File: src/rtl/pad_pkg.sv
`default_nettype none
// ---------------------------------------------------------------
// pad_pkg : shared state encoding, default geometry, width helper
// Rev 1.0
// ---------------------------------------------------------------
package pad_pkg;

  typedef logic [1:0] state_t;

  localparam state_t ST_IDLE = 2'd0;
  localparam state_t ST_RUN  = 2'd1;
  localparam state_t ST_DONE = 2'd2;

  localparam int DEF_DW    = 16;
  localparam int DEF_IMG_W = 416;
  localparam int DEF_IMG_H = 416;
  localparam int DEF_PAD   = 1;

  // Counter width for a dimension of n positions; never narrower than 1 bit.
  function automatic int pad_width(input int n);
    return (n <= 1) ? 1 : $clog2(n);
  endfunction

  localparam int DEF_ROWS = DEF_IMG_H + 2 * DEF_PAD;
  localparam int DEF_COLS = DEF_IMG_W + 2 * DEF_PAD;
  localparam int DEF_CW   = pad_width(DEF_ROWS);
  localparam int DEF_CW2  = pad_width(DEF_COLS);

endpackage
`default_nettype wire

File: src/rtl/pad_pos_counter.sv
`default_nettype none
// ---------------------------------------------------------------
// pad_pos_counter : row/col raster counter with advance and clear
// Rev 1.0
// ---------------------------------------------------------------
module pad_pos_counter
  import pad_pkg::*;
#(
  parameter int ROWS = DEF_ROWS,
  parameter int COLS = DEF_COLS,
  parameter int RW   = DEF_CW,
  parameter int CLW  = DEF_CW2
) (
  input  logic           clk,
  input  logic           reset,
  input  logic           clear,
  input  logic           advance,
  output logic [RW-1:0]  row,
  output logic [CLW-1:0] col,
  output logic           is_last
);

  localparam logic [RW-1:0]  ROW_MAX = RW'(ROWS - 1);
  localparam logic [CLW-1:0] COL_MAX = CLW'(COLS - 1);

  // Wrapping at the final position returns the counter to origin on its own.
  always_ff @(posedge clk) begin
    if (!reset || clear) begin
      row <= '0;
      col <= '0;
    end else if (advance) begin
      if (col == COL_MAX) begin
        col <= '0;
        row <= (row == ROW_MAX) ? '0 : row + 1'b1;
      end else begin
        col <= col + 1'b1;
      end
    end
  end

  assign is_last = (row == ROW_MAX) && (col == COL_MAX);

endmodule
`default_nettype wire

File: src/rtl/pad_frame_ctrl.sv
`default_nettype none
// ---------------------------------------------------------------
// pad_frame_ctrl : handshaked frame sequencer injecting zero border
// Rev 1.0
// ---------------------------------------------------------------
module pad_frame_ctrl
  import pad_pkg::*;
#(
  parameter int DW    = DEF_DW,
  parameter int IMG_W = DEF_IMG_W,
  parameter int IMG_H = DEF_IMG_H,
  parameter int PAD   = DEF_PAD,
  localparam int ROWS = IMG_H + 2 * PAD,
  localparam int COLS = IMG_W + 2 * PAD,
  localparam int CW   = pad_width(ROWS),
  localparam int CW2  = pad_width(COLS)
) (
  input  logic           clk,
  input  logic           reset,
  input  logic           start,
  input  logic           in_valid,
  output logic           in_ready,
  input  logic [DW-1:0]  in_data,
  output logic           out_valid,
  input  logic           out_ready,
  output logic [DW-1:0]  out_data,
  output logic           out_pad,
  output logic           out_last,
  output logic [CW-1:0]  row,
  output logic [CW2-1:0] col,
  output logic           busy,
  output logic           done
);

  state_t state;
  logic   run;
  logic   pad;
  logic   is_last;
  logic   xfer;

  assign run  = (state == ST_RUN);
  assign xfer = out_valid && out_ready;

  always_ff @(posedge clk) begin
    if (!reset) begin
      state <= ST_IDLE;
    end else begin
      case (state)
        ST_IDLE: if (start) state <= ST_RUN;
        ST_RUN:  if (xfer && is_last) state <= ST_DONE;
        ST_DONE: state <= ST_IDLE;
        default: state <= ST_IDLE;
      endcase
    end
  end

  pad_pos_counter #(
    .ROWS (ROWS),
    .COLS (COLS),
    .RW   (CW),
    .CLW  (CW2)
  ) u_pos (
    .clk     (clk),
    .reset   (reset),
    .clear   (!run),
    .advance (xfer),
    .row     (row),
    .col     (col),
    .is_last (is_last)
  );

  // With no border the comparisons against zero would be constant, so skip them.
  generate
    if (PAD > 0) begin : g_pad
      localparam logic [CW-1:0]  ROW_LO = CW'(PAD);
      localparam logic [CW-1:0]  ROW_HI = CW'(IMG_H + PAD);
      localparam logic [CW2-1:0] COL_LO = CW2'(PAD);
      localparam logic [CW2-1:0] COL_HI = CW2'(IMG_W + PAD);
      assign pad = (row < ROW_LO) || (row >= ROW_HI) ||
                   (col < COL_LO) || (col >= COL_HI);
    end else begin : g_nopad
      assign pad = 1'b0;
    end
  endgenerate

  assign out_valid = run && (pad || in_valid);
  assign in_ready  = run && !pad && out_ready;
  assign out_data  = (run && !pad) ? in_data : '0;
  assign out_pad   = run && pad;
  assign out_last  = run && is_last;
  assign busy      = run;
  assign done      = (state == ST_DONE);

endmodule
`default_nettype wire

File: config.mk
export PLATFORM = sky130hd
export DESIGN_NAME = pad_frame_ctrl
export DESIGN_NICKNAME = d
export VERILOG_FILES = /design/src/rtl/pad_pkg.sv /design/src/rtl/pad_pos_counter.sv /design/src/rtl/pad_frame_ctrl.sv
export SDC_FILE = /design/constraint.sdc
export NUM_CORES = 1
export LEC_CHECK = 0
export ABC_CLOCK_PERIOD_IN_PS = 5400
export CAP_MARGIN = 20
export CORE_UTILIZATION = 55
export CTS_CLUSTER_DIAMETER = 50
export CTS_CLUSTER_SIZE = 16
export DETAILED_ROUTE_END_ITERATION = 10
export DONT_BUFFER_PORTS = 1
export PLACE_DENSITY = 0.78
export RECOVER_POWER = 25
export SETUP_SLACK_MARGIN = 0.5
export SLEW_MARGIN = 20
export SYNTH_ARGS = -nofsm -noshare
export SYNTH_HDL_FRONTEND = slang
export SYNTH_SLANG_ARGS = --single-unit
File: constraint.sdc
create_clock -name clk -period 5.4 [get_ports clk]
set_clock_uncertainty 0.2 [all_clocks]
set_input_delay 1.08 -clock clk [delete_from_list [all_inputs] [get_ports clk]]
set_output_delay 1.08 -clock clk [all_outputs]
set_load 0.02 [all_outputs]
==> flow_summary_export.csv, run 1 <==
group,metric,value,unit
global_route,grtUsageTotal,0.258,
critical_path,r2r_end,"u_pos.col[6]",
sta,max_clock_freq,256,MHz
synth,yosysSeqAreaShare,0.325,
critical_path,cp_num_cells,6,
global_route,grt_antenna_before_repair,0,
min_path,min_path_type,"reg2reg",
critical_path,crit_path_top_delay_cell,"dfxtp_1",
critical_path,arrival,2630,ps
synth,synthFlopType,"dfxtp_1",
sta,period_minus_slack,3910,ps
pwr,max-vdd-ir-drop,0.000154,V
pwr,cellLeakagePower,0.462,nW
pwr,power.density,200,nW/um2
routing,highest_layer,"met4",
die,core_region_area,2040,um2
die,start_util,0.603,
min_path,holdPathStages,1,
clock_tree,cts_buffers,3,
synth,ys_top_cells_by_area,"dfxtp_1 (33%), and2_1 (9.7%), xor2_1 (5.7%)",
final_layout,area_growth,3.96,%
synth,yosys.area.top_type,"dfxtp_1",
global_route,grt_pass1_wl,4800,um
critical_path,cpLargestDelayFamily,"simple AND/OR/NAND/NOR gates",
synth,yosysWarningCount,0,
routing,drt-total-wl,2890,um
pwr,pwr-share-seq,0.588,
routing,drt_iter0_markers,19,
die,fp.dieW,49.3,um
critical_path,r2r_start,"u_pos.row[1]",
global_route,grt_pass1_vias,1035,
sta,hold_violations,0,
final_layout,nets,177,
critical_path,r2r_cells,7,
routing,firstDrtPassIters,4,
routing,wl_per_cell,16.2,um
critical_path,endpoint_kind,"output port",
final_layout,final_core_util,0.627,
synth,synth_edf_count,0,
clock_tree,cts_tree,"yes",
routing,num_vias,1136,
clock_tree,cts.sinks,20,
critical_path,cp_cell_sequence,"inv_1 > ha_1 > a31o_2 > a311o_2 > nor3_2 > and2_1",
critical_path,cp-endpoint,"out_data[8]",
critical_path,reg2reg_slack,2700,ps
synth,synth_seq_cells,20,
pwr,p_int,0.193,mW
clock_tree,clock_latency,300,ps
sta,setup_violations,0,
sta,drv_slew,0,
placed_design,place_area,1250,um2
synth,synthTopCellsByCount,"dfxtp_1 (20), and2_1 (19), nor2_1 (17)",
routing,drc,0,
synth,yosysUniqueCellTypes,36,
pwr,p_switching,0.0624,mW
sta,post-route-period-util,0.724,
die,rows,16,
final_layout,postLayoutCellArea,1280,um2
die,die_y,49.3,um
clock_tree,postCtsSetupBuffers,0,
critical_path,worstSetupStartpointType,"flip-flop",
synth,syn_avg_cell_area,8.15,um2
final_layout,fill_cells,187,
synth,synth_async_sr_flop_share,0,
synth,yosys.cell_count.top_type,"dfxtp_1",
routing,via_per_inst,6.38,
clock_tree,clockBufferDepth,2,
global_route,grt_start_max_net_pins,18,
run,drv_cap,0,
status,outcome,"complete, no violations",
pwr,fin_total_pwr,0.256,mW
clock_tree,clk_pin_slew,120,ps
die,dieArea,2430,um2
placed_design,gp_congestion,0.806,
pwr,comb_power_share,0.065,
routing,ant_nets,0,
synth,syn_area,1230,um2
critical_path,worstSetupStartpoint,"u_pos.row[1]",
critical_path,required,4120,ps
synth,synth_cells,151,
clock_tree,h-tree-depth,1,
placed_design,portBuffers,0,
critical_path,cpPeakStageDelay,520,ps
critical_path,crit_buf_inv,1,
routing,wl_met3,219,um
synth,synth_top_area_share,0.325,
pwr,p_clk_frac,0.347,
final_layout,antennaDiodeCount,0,
clock_tree,cts_resized,0,
clock_tree,cts_hold_buf,0,
die,num_io_pins,61,
sta,setup-tns-final,0,ps
sta,maxSlewHeadroom,0.514,
placed_design,place_hpwl,2260,um
pwr,sw_frac_of_total,0.244,
clock_tree,cts_root_buffer,"clkbuf_4",
final_layout,drive_gt1_frac,0.0861,
synth,syn_nets,176,
routing,wl_met2,1490,um
routing,wl_met1,1120,um
sta,tightest_slew,725,ps
critical_path,worstPathMaxFanout,17,
sta,rsz0062_at_grt,"false",
critical_path,path_class,"reg2out",
global_route,overflow,0,
==> layout make-up <==
cell class | instances | area (um2) | share of cell area
Sequential cell | 20 | 400 | 0.313
Clock buffer | 4 | 36.3 | 0.0283
Multi-Input combinational cell | 124 | 798 | 0.624
Inverter | 3 | 11.3 | 0.00880
Tap cell | 27 | 33.8 | 0.0264
==> per-stage QoR <==
step / hold slack, ps / std cells / setup slack [ps]
after floorplan: 237 / 151 / 2030
after global placement: 267 / 174 / 1910
after detailed placement: 270 / 174 / 1850
after CTS: 290 / 178 / 1490
after global routing: 316 / 178 / 1280
final: 292 / 178 / 1490
==> power groups by stage <==
| stage | sequential, mW | combinational [mW] | clock, mW |
|---|---|---|---|
| final | 0.150 | 0.0166 | 0.0889 |
| after global routing | 0.151 | 0.0183 | 0.0973 |
| after floorplan | 0.153 | 0.0140 | 0 |
| after CTS | 0.150 | 0.0167 | 0.0906 |
| after global placement | 0.154 | 0.0162 | 0 |
| after detailed placement | 0.154 | 0.0166 | 0 |
==> metal layers <==
metal,vias to the layer above,global-route usage
met5,-,0
met4,0,0.0980
met3,6,0.0436
met2,66,0.468
met1,518,0.296
li1,546,-
==> cell usage in the layout (no fill, tap or decap), types with 2 or more instances in the layout <==
master | synthesis | final
and2_0 | 1 | 2
nor4_1 | 2 | 2
nand2_1 | 9 | 9
or3_1 | 3 | 3
xor2_1 | 8 | 8
inv_1 | 3 | 3
or4_1 | 4 | 4
o31ai_1 | 6 | 6
or2_2 | 2 | 2
nand4_1 | 8 | 8
nor3_1 | 2 | 3
nor3_2 | 3 | 2
and2_1 | 19 | 18
nand2b_1 | 2 | 2
dfxtp_1 | 20 | 20
nor2_1 | 17 | 17
a21oi_1 | 7 | 7
nand3_1 | 5 | 5
ha_1 | 4 | 4
o21ai_0 | 3 | 3
and3_1 | 6 | 6
clkbuf_4 | 0 | 3
==> how the worst min path moves through the flow <==
stage	slack (ps)	endpoint	start
after floorplan	240	state[0]	state[1]
after detailed placement	270	state[0]	state[1]
after global placement	270	state[0]	state[1]
after global routing	320	state[0]	state[1]
after CTS	290	state[0]	state[1]
final	290	state[0]	state[1]
==> sequential cells by signal, indices dropped and copies added (netlist names) <==
signal,flops
state,2
u_pos.col,9
u_pos.row,9
==> logic make-up after synthesis <==
kind of cell,share of synthesized area
buffers and inverters,0.0224
adder cells (fa/ha/maj),0.0407
XOR/XNOR,0.0640
flip-flops,0.325
AND/OR/NAND/NOR,0.421
AO/OA/AOI/OAI,0.127
Power figures use the tool's default switching activity.
==> run 2, diff against run 1 <==
--- a/config.mk
+++ b/config.mk
@@ -5,7 +5,7 @@
 export SDC_FILE = /design/constraint.sdc
 export NUM_CORES = 1
 export LEC_CHECK = 0
-export ABC_CLOCK_PERIOD_IN_PS = 5400
+export ABC_CLOCK_PERIOD_IN_PS = 4000
 export CAP_MARGIN = 20
 export CORE_UTILIZATION = 55
 export CTS_CLUSTER_DIAMETER = 50
==> constraint.sdc (replaced) <==
create_clock -name clk -period 4 [get_ports clk]
set_clock_uncertainty 0.2 [all_clocks]
set_input_delay 0.8 -clock clk [delete_from_list [all_inputs] [get_ports clk]]
set_output_delay 0.8 -clock clk [all_outputs]
set_load 0.02 [all_outputs]
==> flow_summary_export.csv, run 2 (synthesis results as in run 1) <==
group,metric,value,unit
status,outcome,"complete, no violations",
global_route,grt_start_max_net_pins,18,
global_route,overflow,0,
routing,drc,0,
die,core_region_area,2040,um2
critical_path,cpPeakStageDelay,520,ps
global_route,grtUsageTotal,0.241,
final_layout,nets,180,
routing,ant_nets,0,
die,rows,16,
critical_path,path_class,"reg2out",
global_route,grt_pass1_wl,4380,um
min_path,min_path_type,"reg2reg",
routing,highest_layer,"met4",
pwr,max-vdd-ir-drop,0.000226,V
routing,drt_iter0_markers,22,
min_path,whs_endpoint,"state[0]",
final_layout,final_core_util,0.648,
clock_tree,cts_tree,"yes",
pwr,cellLeakagePower,0.490,nW
critical_path,crit_path_top_delay_cell,"dfxtp_1",
critical_path,required,3000,ps
routing,wl_per_cell,15.7,um
placed_design,gp_congestion,0.789,
sta,tightest_slew,526,ps
pwr,sw_frac_of_total,0.245,
pwr,p_int,0.261,mW
die,die_y,49.3,um
critical_path,worstSetupStartpointType,"flip-flop",
die,num_io_pins,61,
clock_tree,cts.sinks,20,
routing,wl_met2,1420,um
min_path,holdPathStages,1,
final_layout,mostFrequentLayoutCells,"dfxtp_1 (20), and2_1 (18), nor2_1 (17), nand2_1 (9)",
critical_path,endpoint_kind,"output port",
sta,maxSlewHeadroom,0.647,
routing,firstDrtPassIters,4,
critical_path,reg2reg_slack,1480,ps
clock_tree,cts_buffers,3,
clock_tree,clockBufferDepth,2,
critical_path,arrival,2460,ps
pwr,pwr-share-seq,0.586,
sta,drv_slew,0,
pwr,power.density,262,nW/um2
die,fp.dieW,49.3,um
placed_design,portBuffers,0,
critical_path,r2r_start,"u_pos.col[5]",
sta,hold-worst-slack,283,ps
routing,wl_met3,183,um
final_layout,largest_registers,"u_pos.col (9), u_pos.row (9), state (2)",
routing,drt-total-wl,2830,um
sta,setup_violations,0,
final_layout,antennaDiodeCount,0,
die,dieArea,2430,um2
sta,post-route-period-util,0.864,
pwr,p_switching,0.0849,mW
min_path,hp-start,"state[1]",
sta,max_clock_freq,289,MHz
final_layout,drive_gt1_frac,0.104,
sta,period_minus_slack,3460,ps
placed_design,place_hpwl,2200,um
critical_path,cp_cell_sequence,"inv_1 > ha_1 > a31o_2 > a311o_2 > nor3_4 > buf_12 > and2_1",
global_route,grt_pass1_vias,988,
final_layout,area_growth,7.42,%
pwr,comb_power_share,0.068,
critical_path,worstPathMaxFanout,17,
clock_tree,cts_root_buffer,"clkbuf_4",
final_layout,layout_commonest_cell,"dfxtp_1",
clock_tree,h-tree-depth,1,
global_route,grt_antenna_before_repair,0,
routing,via_per_inst,6.26,
placed_design,dp_worst_setup_slack,742,ps
sta,hold_violations,0,
clock_tree,clk_pin_slew,110,ps
pwr,p_clk_frac,0.347,
sta,rsz0062_at_grt,"false",
sta,setup-tns-final,0,ps
critical_path,r2r_end,"u_pos.col[5]",
routing,num_vias,1133,
die,start_util,0.603,
run,drv_cap,0,
critical_path,r2r_cells,7,
clock_tree,clock_latency,310,ps
routing,wl_met1,1140,um
sta,worst_slack,543,ps
-- run 2: cell types whose count changed in the layout (fill, tap and decap cells not counted) --
cell      previous run  this run
nor3_4               0         1
buf_4                0         1
buf_12               0         1
nor3_1               3         2
clkbuf_1             0         1
-- run 2: worst max-delay path: cells and delay by family, from the launching register on --
kind | cells | cell delay, ps
DFF | 1 | 520
buffers and inverters | 2 | 250
adders and majority gates | 1 | 200
AOI/OAI and AO/OA | 2 | 670
and+or+nand+nor | 2 | 500
-- run 2: power by group through the flow --
stage	logic [mW]	clock network, mW	registers, mW
after floorplan	0.0190	0	0.207
after global placement	0.0221	0	0.207
after detailed placement	0.0228	0	0.207
after CTS	0.0234	0.122	0.203
after global routing	0.0249	0.132	0.203
final	0.0234	0.120	0.203
-- run 2: area by class of cell --
cell class,instances,area [um2]
fill,186,719
inverter,3,11.3
timing repair buffer,3,31.3
sequential,20,400
clock buffer,4,36.3
multi-input combinational,124,810
tap,27,33.8
-- run 2: what timing repair did --
action | in CTS | in global routing
pin swaps | 0 | 1
hold buffers | 0 | 0
endpoints found under the setup margin | 17 | 17
resized for setup | 1 | 1
setup buffers | 0 | 1
-- run 2: metrics by stage --
stage               total power, mW  std cells  area, um2
CTS                           0.349        180       1310
floorplan                     0.226        151       1230
global route                  0.360        181       1320
global placement              0.229        176       1260
detailed placement            0.230        176       1260
finish                        0.346        181       1320
-- run 2: worst max path at each step --
stage / from / to / cells past startpoint
after floorplan: u_pos.row[1] / out_data[10] / 7
after global placement: u_pos.row[1] / out_data[6] / 6
after detailed placement: u_pos.row[1] / out_data[6] / 6
after CTS: u_pos.row[1] / out_data[6] / 6
after global routing: u_pos.row[1] / out_data[8] / 7
final: u_pos.row[1] / out_data[6] / 7
-- run 2: layer usage --
layer,vias up,global-route usage
met5,-,0
met4,0,0.152
met3,9,0.0374
met2,53,0.425
met1,526,0.266
li1,545,-
==> run 3, diff against run 2 <==
--- a/config.mk
+++ b/config.mk
@@ -5,7 +5,7 @@
 export SDC_FILE = /design/constraint.sdc
 export NUM_CORES = 1
 export LEC_CHECK = 0
-export ABC_CLOCK_PERIOD_IN_PS = 4000
+export ABC_CLOCK_PERIOD_IN_PS = 4370
 export CAP_MARGIN = 20
 export CORE_UTILIZATION = 55
 export CTS_CLUSTER_DIAMETER = 50
==> constraint.sdc (replaced) <==
create_clock -name clk -period 4.37 [get_ports clk]
set_clock_uncertainty 0.2 [all_clocks]
set_input_delay 0.874 -clock clk [delete_from_list [all_inputs] [get_ports clk]]
set_output_delay 0.874 -clock clk [all_outputs]
set_load 0.02 [all_outputs]
==> flow_summary_export.csv, run 3 (synthesis results as in run 1) <==
group,metric,value,unit
die,core_region_area,2040,um2
critical_path,arrival,2500,ps
sta,rsz0062_at_grt,"false",
final_layout,largest_registers,"u_pos.col (9), u_pos.row (9), state (2)",
clock_tree,cts_buffers,3,
clock_tree,clockBufferDepth,2,
clock_tree,cts.sinks,20,
global_route,grt_pass1_vias,1016,
placed_design,dp.cells,174,
critical_path,cpPeakStageDelay,520,ps
die,fp.dieW,49.3,um
critical_path,crit_buf_inv,1,
final_layout,fin_cells,177,
final_layout,drive_gt1_frac,0.0800,
global_route,overflow,0,
global_route,grtUsageTotal,0.258,
placed_design,place_hpwl,2280,um
sta,setup-tns-final,0,ps
sta,tightest_slew,524,ps
die,num_io_pins,61,
critical_path,crit_path_top_delay_cell,"dfxtp_1",
sta,post-route-period-util,0.818,
sta,setup_violations,0,
routing,via_per_inst,6.45,
placed_design,portBuffers,0,
sta,maxSlewHeadroom,0.647,
routing,ant_nets,0,
pwr,max-vdd-ir-drop,0.000153,V
critical_path,required,3300,ps
critical_path,worstSetupStartpointType,"flip-flop",
routing,drt_iter0_markers,46,
routing,wl_per_cell,16.5,um
final_layout,area_growth,3.86,%
final_layout,antennaDiodeCount,0,
min_path,min_path_type,"reg2reg",
sta,max_clock_freq,280,MHz
routing,firstDrtPassIters,4,
critical_path,worstPathMaxFanout,17,
run,drv_cap,0,
global_route,grt_antenna_before_repair,0,
die,die_y,49.3,um
sta,hold_violations,0,
critical_path,cpLargestDelayFamily,"compound AO/OA/AOI/OAI gates",
final_layout,layout_commonest_cell,"dfxtp_1",
placed_design,gp_congestion,0.805,
clock_tree,h-tree-depth,1,
die,start_util,0.603,
routing,num_vias,1141,
clock_tree,cts_root_buffer,"clkbuf_4",
clock_tree,clock_latency,310,ps
die,dieArea,2430,um2
status,outcome,"complete, no violations",
pwr,cellLeakagePower,0.476,nW
routing,drc,0,
critical_path,path_class,"reg2out",
global_route,grt_pass1_wl,4760,um
final_layout,nets,177,
global_route,grt_start_max_net_pins,18,
sta,drv_slew,0,
critical_path,endpoint_kind,"output port",
clock_tree,cts_tree,"yes",
critical_path,cp_cell_sequence,"inv_1 > ha_1 > a31o_2 > a311o_2 > nor3_4 > and2_1",
final_layout,mostFrequentLayoutCells,"dfxtp_1 (20), and2_1 (19), nor2_1 (17), nand2_1 (9)",
pwr,power.density,229,nW/um2
die,rows,16,
sta,period_minus_slack,3580,ps
final_layout,fill_cells,184,
routing,drt-total-wl,2930,um
clock_tree,postCtsSetupBuffers,0,
clock_tree,clk_pin_slew,100,ps
## run 3: changes by cell type in the layout (fill, tap and decap cells not counted), sizes merged
cell    previous run  this run
buf                2         0
clkbuf             5         3
## run 3: through the flow
stage	power, mW	util	hold WS [ps]	cell area, um2	worst slack, ps
after floorplan	0.207	-	237	1230	1210
after global placement	0.210	0.612	267	1250	1090
after detailed placement	0.210	0.612	269	1250	998
after CTS	0.296	0.623	287	1270	653
after global routing	0.306	0.626	331	1280	638
final	0.293	0.626	291	1280	794
## run 3: cell type report
type	count	area (um2)	area share
inverter	3	11.3	0.00881
clock buffer	3	22.5	0.0176
tap	27	33.8	0.0264
sequential	20	400	0.313
multi-input combinational	124	811	0.634
## run 3: timing repair
item	4_1_cts	5_1_grt
endpoints found under the setup margin	0	12
endpoints found under the hold margin	0	0
gates resized for setup	0	2
hold buffers	0	0
## run 3: metal layers
metal / GRT usage / up-vias / wire [um]
met4: 0.123 / 0 / 75
li1: - / 539 / -
met1: 0.293 / 529 / 1100
met3: 0.0374 / 7 / 233
met2: 0.466 / 66 / 1520
met5: 0 / - / 0
## run 3: path summary, 6_finish.rpt
path / cells past startpoint / end / from / slack (ps)
max: 6 / out_data[8] / u_pos.row[1] / 790
min: 1 / state[0] / state[1] / 290
max reg2reg: 7 / u_pos.col[6] / u_pos.col[0] / 1830
min reg2reg: 1 / state[0] / state[1] / 290
## run 3: power by group
group,switching (mW),internal (mW)
sequential,0.00213,0.184
clock,0.0547,0.0322
combinational,0.0162,0.00456
total,0.0730,0.220
